## src/rtl/comp_arb_pkg.sv

```systemverilog
// comp_arb_pkg: FSM states and compare-op encodings shared by the comparator arbiter
package comp_arb_pkg;
  typedef enum logic [1:0] {
    IDLE = 2'd0,
    EVAL = 2'd1,
    RESP = 2'd2
  } state_e;
  localparam logic [2:0] CMP_GE = 3'b000;
  localparam logic [2:0] CMP_NE = 3'b001;
  localparam logic [2:0] CMP_GT = 3'b101;
  localparam logic [2:0] CMP_LT = 3'b100;
endpackage

```

## src/rtl/zero_extend_comp.sv

```systemverilog
// zero_extend_comp: 32-bit comparator, outcome zero-extended into result_o
//   a_i/b_i operands, funct3_i op select, funct7_i zero = signed else unsigned, result_o bit 0 = outcome
module zero_extend_comp
  import comp_arb_pkg::*;
(
  input  logic [31:0] a_i,
  input  logic [31:0] b_i,
  input  logic [2:0]  funct3_i,
  input  logic [6:0]  funct7_i,
  output logic [31:0] result_o
);
  logic [31:0] diff;
  logic sgn, lt, eq;
  always_comb begin
    sgn = funct7_i == 7'd0;
    diff = a_i - b_i;
    eq = diff == 32'd0;
    // with equal top bits the wrapped difference sign decides; otherwise the top bits decide
    lt = (a_i[31] ^ b_i[31]) ? (sgn ? a_i[31] : b_i[31]) : diff[31];
    result_o = {31'd0, funct3_i == CMP_GE ? !lt :
                       funct3_i == CMP_NE ? !eq :
                       funct3_i == CMP_GT ? (!lt && !eq) :
                       funct3_i == CMP_LT ? lt : (lt || eq)};
  end
endmodule

```

## src/rtl/comp_share_arbiter.sv

```systemverilog
// comp_share_arbiter: shares one comparator between branch (req0) and slt (req1) requesters
//   req_valid/req_ready per-requester handshake, reqN_a/b/funct3 operands,
//   rsp_valid/rsp_ready response handshake with rsp_id/rsp_result, flush aborts, busy = not IDLE
module comp_share_arbiter
  import comp_arb_pkg::*;
#(
  parameter int DATA_W     = 32,
  parameter bit FIXED_PRIO = 1'b0
) (
  input  logic              clk,
  input  logic              rst_n,
  input  logic              flush,
  input  logic [1:0]        req_valid,
  output logic [1:0]        req_ready,
  input  logic [DATA_W-1:0] req0_a,
  input  logic [DATA_W-1:0] req0_b,
  input  logic [2:0]        req0_funct3,
  input  logic [DATA_W-1:0] req1_a,
  input  logic [DATA_W-1:0] req1_b,
  input  logic [2:0]        req1_funct3,
  output logic              rsp_valid,
  input  logic              rsp_ready,
  output logic              rsp_id,
  output logic              rsp_result,
  output logic              busy
);
  state_e state_q, state_d;
  logic last_q, id_q, res_q, gnt;
  logic [DATA_W-1:0] a_q, b_q;
  logic [2:0] f3_q;
  logic [31:0] cmp_res;
  zero_extend_comp u_cmp (
    .a_i      (a_q),
    .b_i      (b_q),
    .funct3_i (f3_q),
    .funct7_i (7'd0),
    .result_o (cmp_res)
  );
  always_comb begin
    // on contention round-robin hands the grant to whoever did not win last
    gnt = req_valid == 2'b10 || (req_valid == 2'b11 && !FIXED_PRIO && !last_q);
    req_ready = (state_q == IDLE && !flush && |req_valid) ? (gnt ? 2'b10 : 2'b01) : 2'b00;
    state_d = flush ? IDLE :
              state_q == IDLE ? (|req_ready ? EVAL : IDLE) :
              state_q == EVAL ? RESP :
              state_q == RESP ? (rsp_ready ? IDLE : RESP) : IDLE;
    rsp_valid = state_q == RESP;
    rsp_id = id_q;
    rsp_result = res_q;
    busy = state_q != IDLE;
  end
  always_ff @(posedge clk or negedge rst_n) begin
    if (!rst_n) begin
      state_q <= IDLE;
      last_q <= 1'b1;
      id_q <= 1'b0;
      res_q <= 1'b0;
      a_q <= '0;
      b_q <= '0;
      f3_q <= '0;
    end else begin
      state_q <= state_d;
      if (|req_ready) begin
        a_q <= gnt ? req1_a : req0_a;
        b_q <= gnt ? req1_b : req0_b;
        f3_q <= gnt ? req1_funct3 : req0_funct3;
        id_q <= gnt;
        last_q <= gnt;
      end
      // result is zero-extended, so any set bit is the outcome bit
      if (state_q == EVAL) res_q <= |cmp_res;
    end
  end
endmodule
```

## config.mk

```make
export PLATFORM = sky130hd
export DESIGN_NAME = comp_share_arbiter
export DESIGN_NICKNAME = d
export VERILOG_FILES = /design/src/rtl/comp_arb_pkg.sv /design/src/rtl/zero_extend_comp.sv /design/src/rtl/comp_share_arbiter.sv
export SDC_FILE = /design/constraint.sdc
export NUM_CORES = 1
export LEC_CHECK = 0
export BUFFER_PORTS_ARGS = -buffer_cell sky130_fd_sc_hd__buf_4
export CAP_MARGIN = 20
export CORE_MARGIN = 2
export CORE_UTILIZATION = 50
export CTS_CLUSTER_SIZE = 40
export DETAILED_ROUTE_END_ITERATION = 8
export GPL_TIMING_DRIVEN = 0
export PLACE_DENSITY_LB_ADDON = 0.1
export RECOVER_POWER = 100
export SLEW_MARGIN = 20
export SYNTH_ARGS = -nofsm -noshare
export SYNTH_HDL_FRONTEND = slang
export SYNTH_SLANG_ARGS = --single-unit
export TNS_END_PERCENT = 10
```

## constraint.sdc

```tcl
create_clock -name clk -period 11 [get_ports clk]
set_input_delay 1.65 -clock clk [delete_from_list [all_inputs] [get_ports clk]]
set_output_delay 1.65 -clock clk [all_outputs]
set_load 0.03 [all_outputs]
```

==> impl_results.md <==
- Post-CTS Resized: 0
- Hold Crit Endpoint: b_q[4]
- DRT Pass-1 Iters: 8
- Slew at the pin closest to its max-slew limit: 3.97 ns
- Post-synth cell types: 69
- Worst flop-to-flop path startpoint: b_q[17]
- Int Pwr: 828 µW
- R2r endpoint: rsp_result
- Clk_lat worst skew: 0.37 ns
- Antenna diode count: 0
- Vias post-DR: 5,321
- Most common cell after layout, fill and taps aside: buf_4
- Mean Syn Cell Area: 8.70 µm²
- Most frequent cells in the layout: 138 x buf_4, 106 x inv_1, 71 x dfrtp_1, 67 x a222oi_1, 40 x a21oi_1
- Async S/R FF share, synth: 1.00
- Fin nets: 924
- Clock power frac: 0.167
- Critical Path AT: 6.39 ns
- RSZ-0062 raised after global routing: false
- Synth Register Bits: 72
- Largest net degree at the start of global routing: 73
- WL/cell: 17.9 µm
- # port buffers: 145
- CP Capture Type: flop
- DR vias/cell: 5.97
- CTS Sinks: 72
- Number of hold violations in the final report: 0
- Critical Path Source Type: flop
- Root Buffer: clkbuf_8
- Mapped Area: 5180 µm²
- Pre-CTS setup slack: 5.10 ns
- Die Width: 106 µm
- Synthesized netlist net count: 768
- Final worst path period share: 0.558
- Synth warnings: 0
- Die area: 11,200 µm²
- Most used DFF post-synth: dfrtp_1
- Pwr dens: 225 nW/µm²
- Cts hold-fix bufs: 0
- Layout Skew: 0.00961 ns
- Final WL: 16,000 µm
- Post-route setup slack: 4.86 ns
- R2r setup slk: 4.86 ns
- Starting Density: 0.508
- Post-route ant nets: 0
- WS Path Type: flop to flop
- R2R cell count: 24
- Final min period: 6.14 ns
- Core Box Area: 10,200 µm²
- Leak Pwr: 0.00330 µW
- Dpl hpwl: 12,400 µm
- Cells after Synth: 595
- Critical Path RT: 11.24 ns
- Logic pwr share: 0.579
- Die height: 106 µm
- Failing checks: max-capacitance violations, max-slew violations
- Setup TNS: 0 ns
- GRT Total Usage: 0.292
- TritonCTS clock tree: done
- Final setup fails: 0
- Sequential share of the synthesized area: 0.348
- Part of the power in registers: 0.254
- Min-delay src: b_q[4]
- Hold Path Stages: 2
- Antenna violations before repair: 0
- RePlAce Congestion: 0.878
- Core Rows: 37
- Peak fanout along the critical path: 7
- Status: finished with violations
- Fmax: 163 MHz
- Post-synth EDFFs: 0
- Worst Hold Class: flop to flop
- Clock buffer count from CTS: 9
- CTS HTree Levels: 3
- Initial drt markers: 579
- Peak VDD IR: 0.121 mV
- Vias in the first global route: 5,254
- Ports: 146
- Clk buf depth: 2
- Final Cell Area: 6620 µm²
- Area after DPL: 6440 µm²
- DRC Markers: 0
- Fraction of layout cells with a size suffix above 1: 0.233
- Gr ovfl total: 0
- Sw power: 665 µW
- Rel. slew slack: -1.65
- Reg clk slew, reported paths: 0.08 ns
- Global-route wire length before repair: 25,900 µm
- Slew Viols, Final: 73
- Max_cap viols: 1
- Switching Fraction: 0.445
- Post-CTS Setup Repair Bufs: 0
- Layout area overhead: 27.9%
- Total power: 1490 µW
[cells in the mapped netlist (4+ instances only)]
cell type,count,share of area
inv_1,106,0.077
dfrtp_1,71,0.34
a222oi_1,67,0.13
a21oi_1,40,0.039
nand2_1,35,0.025
ha_1,31,0.075
nor2_1,31,0.022
clkbuf_1,27,0.020
nand3_1,15,0.014
o21ai_0,15,0.014
a21o_1,11,0.016
nor3_1,9,0.0087
nand4_1,8,0.0097
nor2b_1,7,0.0085
xnor2_1,6,0.010
a211oi_1,5,0.0073
and3_1,5,0.0060
nand2b_1,5,0.0060
o2111ai_1,5,0.0085
o211ai_1,5,0.0073
o21a_1,5,0.0073
xor2_1,5,0.0085
buf_2,4,0.0039
nor3b_1,4,0.0058
[power by group through the flow]
stage / clock network, µW / registers [µW] / logic, µW
floorplan: 0 / 372 / 636
global placement: 0 / 381 / 844
detailed placement: 0 / 384 / 858
CTS: 251 / 379 / 861
global route: 265 / 388 / 957
finish: 249 / 379 / 865
[flip-flops by register name, summed over array words and instances (netlist names)]
register and flops:
last_q 1, f3_q 3, rsp_id 1, state_q 2, rsp_result 1, a_q 32, b_q 32
[area by class of cell]
class                           count  area [µm²]
Buffer                             36         159
Clock buffer                       10         138
Clock inverter                      6        90.1
Fill cell                         913        3560
Inverter                          108         405
Multi-Input combinational cell    379        2800
Sequential cell                    72        1800
Tap cell                          136         170
Timing Repair Buffer              145        1050
[worst max-delay path, cell delays in order (launching register included)]
cell and delay, ns:
dfrtp_1 0.36, inv_1 0.06, ha_1 0.26, clkbuf_1 0.29
nand4_1 0.21, nor2_1 0.25, nand3_1 0.11, o221a_2 0.33
a221oi_1 0.47, a21oi_1 0.14, o21bai_1 0.14, a21o_1 0.14
a21oi_1 0.07, fa_1 0.51, nand3_1 0.12, a221oi_2 0.21
o221ai_2 0.13, nor4_2 0.22, o311a_1 0.21, o2111ai_1 0.11
or4_1 0.53, a2111oi_0 0.51, nand4_1 0.31, o32ai_1 0.23
nor3b_2 0.08
[worst max-delay path by stage]
stage                       start    endpoint  slack, ns  depth (start not counted)
after floorplan           a_q[17]  rsp_result       6.11                         23
after global placement    b_q[17]  rsp_result       5.16                         24
after detailed placement  b_q[17]  rsp_result       5.10                         24
after CTS                 b_q[17]  rsp_result       5.08                         24
after global routing      b_q[17]  rsp_result       4.44                         24
final                     b_q[17]  rsp_result       4.86                         24
[stage by stage]
step	cells	hold slack (ns)	util
floorplan	595	0.479	-
global placement	876	0.475	0.632
detailed placement	876	0.496	0.632
CTS	892	0.515	0.654
global route	892	0.533	0.650
finish	892	0.512	0.650
[cell families (layout without fill, tap and decap cells)]
| family | Yosys count | count (layout) | synth area share |
|---|---|---|---|
| XOR/XNOR | 11 | 11 | 0.0186 |
| flip-flops | 72 | 72 | 0.348 |
| buffers and inverters | 144 | 305 | 0.109 |
| multiplexers | 4 | 4 | 0.00822 |
| adder cells (fa/ha/maj) | 33 | 33 | 0.0826 |
| AND/OR/NAND/NOR | 138 | 138 | 0.135 |
| AO/OA/AOI/OAI | 193 | 193 | 0.298 |
[metal layers]
| metal | wire length (µm) | GRT usage |
|---|---|---|
| met5 | 0 | 0 |
| met4 | 137 | 0.0677 |
| met3 | 984 | 0.0427 |
| met2 | 7760 | 0.491 |
| met1 | 7110 | 0.399 |
Note: power is estimated with default switching activity, not from simulation.
